File: src/rtl/req_arbiter_4_if.sv
// Request/grant bundle between the request sources and the 4-way arbiter.
// The arbiter uses the slave modport; whoever drives requests uses master.
interface req_arbiter_4_if;
    logic       en;
    logic       mode;
    logic [3:0] req;
    logic [3:0] gnt;
    logic [1:0] gnt_id;
    logic       gnt_valid;
    logic       timeout;

    modport master (
        output en, mode, req,
        input  gnt, gnt_id, gnt_valid, timeout
    );

    modport slave (
        input  en, mode, req,
        output gnt, gnt_id, gnt_valid, timeout
    );
endinterface

File: src/rtl/req_arbiter_4.sv
// Four-requester arbiter with fixed or round-robin selection, hold-until-release
// grants, a MAX_HOLD limit with forced revocation, and an enable.
module req_arbiter_4 #(
    parameter int MAX_HOLD = 8
) (
    input  logic            i_clk,
    input  logic            i_rst_n,
    req_arbiter_4_if.slave  bus
);

    localparam logic [7:0] LP_MAX_HOLD = 8'(MAX_HOLD);

    typedef enum logic {
        ST_IDLE,
        ST_GRANT
    } state_t;

    state_t     r_state,     w_next_state;
    logic [3:0] r_gnt,       w_next_gnt;
    logic [1:0] r_gnt_id,    w_next_gnt_id;
    logic       r_gnt_valid, w_next_gnt_valid;
    logic       r_timeout,   w_next_timeout;
    logic [7:0] r_hold_cnt,  w_next_hold_cnt;
    logic [1:0] r_ptr,       w_next_ptr;
    logic       r_mask_vld,  w_next_mask_vld;
    logic [1:0] r_mask_id,   w_next_mask_id;

    logic [3:0] w_mask_bits;
    logic [3:0] w_req_masked;
    logic [3:0] w_req_eff;
    logic [1:0] w_win_fixed;
    logic [1:0] w_win_rr;
    logic [1:0] w_win;

    // The revoked requester is only skipped if someone else is asking.
    assign w_mask_bits  = r_mask_vld ? (4'b0001 << r_mask_id) : 4'b0000;
    assign w_req_masked = bus.req & ~w_mask_bits;
    assign w_req_eff    = (w_req_masked != 4'b0000) ? w_req_masked : bus.req;

    always_comb begin
        w_win_fixed = 2'd0;
        for (int k = 0; k < 4; k++) begin
            if (w_req_eff[k]) w_win_fixed = 2'(k);
        end
        // Scan the rotation backwards so the nearest requester after ptr wins.
        w_win_rr = 2'd0;
        for (int k = 4; k >= 1; k--) begin
            if (w_req_eff[r_ptr + 2'(k)]) w_win_rr = r_ptr + 2'(k);
        end
        w_win = bus.mode ? w_win_rr : w_win_fixed;
    end

    always_comb begin
        w_next_state     = r_state;
        w_next_gnt       = r_gnt;
        w_next_gnt_id    = r_gnt_id;
        w_next_gnt_valid = r_gnt_valid;
        w_next_timeout   = 1'b0;
        w_next_hold_cnt  = r_hold_cnt;
        w_next_ptr       = r_ptr;
        w_next_mask_vld  = r_mask_vld;
        w_next_mask_id   = r_mask_id;

        case (r_state)
            ST_IDLE: begin
                if (bus.en && (bus.req != 4'b0000)) begin
                    w_next_state     = ST_GRANT;
                    w_next_gnt       = 4'b0001 << w_win;
                    w_next_gnt_id    = w_win;
                    w_next_gnt_valid = 1'b1;
                    w_next_hold_cnt  = 8'd1;
                    w_next_ptr       = w_win;
                    w_next_mask_vld  = 1'b0;
                end
            end
            ST_GRANT: begin
                // Plain releases take priority over the hold limit.
                if (!bus.en || !bus.req[r_gnt_id]) begin
                    w_next_state     = ST_IDLE;
                    w_next_gnt       = 4'b0000;
                    w_next_gnt_id    = 2'd0;
                    w_next_gnt_valid = 1'b0;
                    w_next_hold_cnt  = 8'd0;
                end else if (r_hold_cnt == LP_MAX_HOLD) begin
                    w_next_state     = ST_IDLE;
                    w_next_gnt       = 4'b0000;
                    w_next_gnt_id    = 2'd0;
                    w_next_gnt_valid = 1'b0;
                    w_next_hold_cnt  = 8'd0;
                    w_next_timeout   = 1'b1;
                    w_next_mask_vld  = 1'b1;
                    w_next_mask_id   = r_gnt_id;
                end else begin
                    w_next_hold_cnt  = r_hold_cnt + 8'd1;
                end
            end
            default: begin
                w_next_state     = ST_IDLE;
                w_next_gnt       = 4'b0000;
                w_next_gnt_id    = 2'd0;
                w_next_gnt_valid = 1'b0;
                w_next_hold_cnt  = 8'd0;
            end
        endcase
    end

    always_ff @(posedge i_clk or negedge i_rst_n) begin
        if (!i_rst_n) begin
            r_state     <= ST_IDLE;
            r_gnt       <= 4'b0000;
            r_gnt_id    <= 2'd0;
            r_gnt_valid <= 1'b0;
            r_timeout   <= 1'b0;
            r_hold_cnt  <= 8'd0;
            r_ptr       <= 2'd3;
            r_mask_vld  <= 1'b0;
            r_mask_id   <= 2'd0;
        end else begin
            r_state     <= w_next_state;
            r_gnt       <= w_next_gnt;
            r_gnt_id    <= w_next_gnt_id;
            r_gnt_valid <= w_next_gnt_valid;
            r_timeout   <= w_next_timeout;
            r_hold_cnt  <= w_next_hold_cnt;
            r_ptr       <= w_next_ptr;
            r_mask_vld  <= w_next_mask_vld;
            r_mask_id   <= w_next_mask_id;
        end
    end

    assign bus.gnt       = r_gnt;
    assign bus.gnt_id    = r_gnt_id;
    assign bus.gnt_valid = r_gnt_valid;
    assign bus.timeout   = r_timeout;

endmodule

File: src/flat_wrapper.sv
// flat-port wrapper written by rule: the top's interface ports become plain ports
module req_arbiter_4_flat 
#(
    parameter int MAX_HOLD = 8
)
  (i_clk, i_rst_n, bus_en, bus_mode, bus_req, bus_gnt, bus_gnt_id, bus_gnt_valid, bus_timeout);
  req_arbiter_4_if bus_i ();
  input  logic i_clk;
  input  logic i_rst_n;
  input wire logic [$bits(bus_i.en)-1:0] bus_en;
  input wire logic [$bits(bus_i.mode)-1:0] bus_mode;
  input wire logic [$bits(bus_i.req)-1:0] bus_req;
  output wire logic [$bits(bus_i.gnt)-1:0] bus_gnt;
  output wire logic [$bits(bus_i.gnt_id)-1:0] bus_gnt_id;
  output wire logic [$bits(bus_i.gnt_valid)-1:0] bus_gnt_valid;
  output wire logic [$bits(bus_i.timeout)-1:0] bus_timeout;
  assign bus_i.en = bus_en;
  assign bus_i.mode = bus_mode;
  assign bus_i.req = bus_req;
  assign bus_gnt = bus_i.gnt;
  assign bus_gnt_id = bus_i.gnt_id;
  assign bus_gnt_valid = bus_i.gnt_valid;
  assign bus_timeout = bus_i.timeout;
  req_arbiter_4 #(.MAX_HOLD(MAX_HOLD)) u_core (.i_clk(i_clk), .i_rst_n(i_rst_n), .bus(bus_i));
endmodule
File: config.mk
export PLATFORM = sky130hd
export DESIGN_NAME = req_arbiter_4_flat
export DESIGN_NICKNAME = d
export VERILOG_FILES = /design/src/rtl/req_arbiter_4_if.sv /design/src/rtl/req_arbiter_4.sv /design/src/flat_wrapper.sv
export SDC_FILE = /design/constraint.sdc
export NUM_CORES = 1
export LEC_CHECK = 0
export CORE_AREA = 4 4 71 73
export CTS_CLUSTER_SIZE = 24
export DETAILED_ROUTE_END_ITERATION = 7
export DIE_AREA = 0 0 75 77
export PLACE_DENSITY = 0.45
export SLEW_MARGIN = 20
export SYNTH_ARGS = -nofsm -noshare
export SYNTH_HDL_FRONTEND = slang
export SYNTH_SLANG_ARGS = --single-unit
File: constraint.sdc
create_clock -name i_clk -period 3.67 [get_ports i_clk]
set_input_delay 0.5505 -clock i_clk [delete_from_list [all_inputs] [get_ports i_clk]]
set_output_delay 0.5505 -clock i_clk [all_outputs]
set_load 0.1 [all_outputs]
==> results.py <==
metrics = {
    "status": {
        "outcome": "finished, final reports clean",
    },
    "cts": {
        "root_buffer": "clkbuf_8",
        "clk_path_buf_depth": 2,
        "htreeDepth": 1,
        "cts_tree": "done",
        "clock_sinks": 22,
        "cts_buffers": 3,
        "cts-hold-fix-buffers": 0,
        "clkTransAtPathRegs_ps": 80,
        "clk_latency_ps": 260,
        "ctsResizeCount": 0,
        "cts_setup_buffers": 0,
    },
    "global_route": {
        "grt_remaining_overflow": 0,
        "grt_max_degree": 23,
        "grt_pass1_vias": 1124,
        "grt_pass1_wl_mm": 5.18,
        "antenna_found_initial": 0,
        "grtUsageTotal_pct": 11.3,
    },
    "finish": {
        "fin_nets": 166,
        "antenna_cells": 0,
        "drive_gt1_share_pct": 12.3,
        "syn_to_final_growth_pct": 19.2,
    },
    "yosys": {
        "syn_nets": 149,
        "synthCells": 139,
        "synth_seq_cells": 22,
        "synth-edff-count": 0,
        "ys_seq_area_share_pct": 43.3,
        "syn_area_per_cell_um2": 9.19,
        "synth_top_flop_cell": "dfrtp_1",
        "synthesis.area_mm2": 0.00128,
        "async_reset_ff_share_pct": 100,
        "yosys_warnings": 0,
        "synth.distinct_cells": 44,
    },
    "sta": {
        "finalMaxSlewViolations": 0,
        "finalSetupViolations": 0,
        "holdWs_ps": 251,
        "min_period_ps": 2610,
        "rsz0062_at_grt": "no",
        "fmax_mhz": 383,
        "hold_violations": 0,
        "setup_tns_ps": 0,
        "layout_worst_path_cycle_share_pct": 71.1,
        "clock_skew_ps": 2.77,
        "layout_setup_ws_ps": 1060,
        "max_slew_margin_pct": 34.3,
        "worst-slew-pin-transition_ps": 982,
    },
    "detailed_routing": {
        "via_per_inst": 5.36,
        "ant_nets": 0,
        "num_vias": 1110,
        "post_drt_wl_per_cell_um": 14.5,
        "drt_drc_violations_left": 0,
        "dr.pass1.iters": 4,
        "drt_wl_total_mm": 3.01,
        "drt_iter0_markers": 52,
    },
    "worst_setup_path": {
        "worstPathCellList": "clkdlybuf4s50_1 > o41ai_1 > nand2b_1 > nor3_4 > a22o_1",
        "crit_slowest_cell": "o41ai_1",
        "path_max_fanout": 10,
        "max_stage_delay_ps": 890,
        "required_ps": 3830,
        "critPathLaunchType": "primary input",
        "critPathCaptureType": "register",
        "path_class": "in2reg",
        "worstSetupStartpoint": "bus_req[1]",
        "worstReg2RegStart": "u_core.r_hold_cnt[0]",
        "arrival_ps": 2770,
    },
    "pwr": {
        "p_sw_mw": 0.368,
        "total_power_mw": 0.846,
        "p_leak_nw": 0.668,
        "pwr-share-clk_pct": 20.7,
        "power_frac_comb_pct": 40.9,
        "ir_drop_mv": 0.146,
        "powerDensity_mw_per_mm2": 556,
        "seq_power_share_pct": 38.4,
        "p_int_mw": 0.479,
        "switching_share_pct": 43.4,
    },
    "placement": {
        "gp_congestion": 0.880,
        "io_buffers": 15,
        "pre_cts_slack_ps": 797,
        "hpwl_mm": 2.22,
    },
    "flow_run": {
        "drv_cap": 0,
    },
    "min_path": {
        "holdCritPathClass": "in2async",
    },
    "die": {
        "core_mm2": 0.00435,
        "chipWidth_um": 75,
        "dieArea_mm2": 0.00578,
        "ioPinCount": 16,
        "rows": 24,
        "fp.dieH_um": 77,
        "start_util_pct": 29.3,
    },
}
## cell type report
type	count	area [um2]
well taps	52	65.1
repair buffers	15	145
fillers	428	2830
inverters	12	45.0
clock buffers	4	55.1
flip-flops and latches	22	553
multi-input cells	102	659
## path summary, 6_finish.rpt
path                            slack (ps)              endpoint  cells after the start
worst max-delay path                  1060     u_core.bus.gnt[3]                      5
worst min-delay path                   250  u_core.r_hold_cnt[4]                      1
min in group i_clk                     480       u_core.r_ptr[1]                      2
worst max register to register        1510     u_core.bus.gnt[3]                      7
max in group asynchronous             3060       u_core.r_ptr[0]                      1
worst min register to register         480       u_core.r_ptr[1]                      2
## kinds of logic (layout without fill, tap and decap cells)
group,count (synthesis),count (layout),share of synthesized area (%)
and+or+nand+nor,56,56,24.2
AOI/OAI and AO/OA,42,42,23.7
DFF,22,22,43.3
buffers and inverters,15,31,5.09
adders and majority gates,2,2,1.96
muxes,2,2,1.76
## flip-flops by register name, summed over array words and instances (netlist names)
name and count:
u_core.r_hold_cnt 8, u_core.bus.timeout 1, u_core.r_mask_vld 1, u_core.bus.gnt_id 2
u_core.r_state 1, u_core.r_mask_id 2, u_core.bus.gnt 4, u_core.bus.gnt_valid 1
u_core.r_ptr 2
## worst max-delay path, delay by kind of cell
kind | cells | cell delay (ps)
compound gates | 2 | 1110
buf+inv | 1 | 560
simple gates | 2 | 530
## synth_stat cells, drive strengths merged, types with 3 or more instances
| cell type | number | area (um2) |
|---|---|---|
| nand3 | 5 | 25.0 |
| o31ai | 3 | 22.5 |
| nor2b | 3 | 18.8 |
| nand2b | 6 | 37.5 |
| o21ai | 16 | 83.8 |
| nor2 | 3 | 11.3 |
| dfrtp | 20 | 500 |
| a21o | 3 | 26.3 |
| inv | 12 | 45.0 |
| nand2 | 21 | 78.8 |
| and3 | 3 | 18.8 |
| nor3 | 6 | 41.3 |
## layer usage
metal  vias to the layer above  track usage (%)  wire [um]
met5                         -                0          0
met4                         0             5.52         82
met3                         8             1.31        124
met2                        25             18.3       1410
met1                       541             14.4       1380
li1                        536                -          -
## through the flow
step	utilization, %	std cells	instance area, um2
CTS	35.1	207	1530
finish	35.0	207	1520
global placement	33.8	203	1470
floorplan	-	139	1280
detailed placement	33.8	203	1470
global route	35.0	207	1520
## cells in the final DEF (no fill, tap or decap), drive strengths merged, types with 3 or more instances in the layout
cell type       n
nor2b           3
a21o            3
nand2b          6
nor3            6
nand2          21
inv            12
o31ai           3
clkbuf          4
nand3           5
o21ai          16
and3            3
dfrtp          20
nor2            3
clkdlybuf4s50  14
## power by group through the flow
stage                     combinational, mW  clock [mW]  sequential, mW
final                                 0.346       0.176           0.325
after global routing                  0.376       0.192           0.331
after CTS                             0.349       0.183           0.325
after detailed placement              0.348           0           0.329
after global placement                0.346           0           0.329
after floorplan                       0.130           0           0.456
No activity file was read; power rests on OpenSTA's default activity.
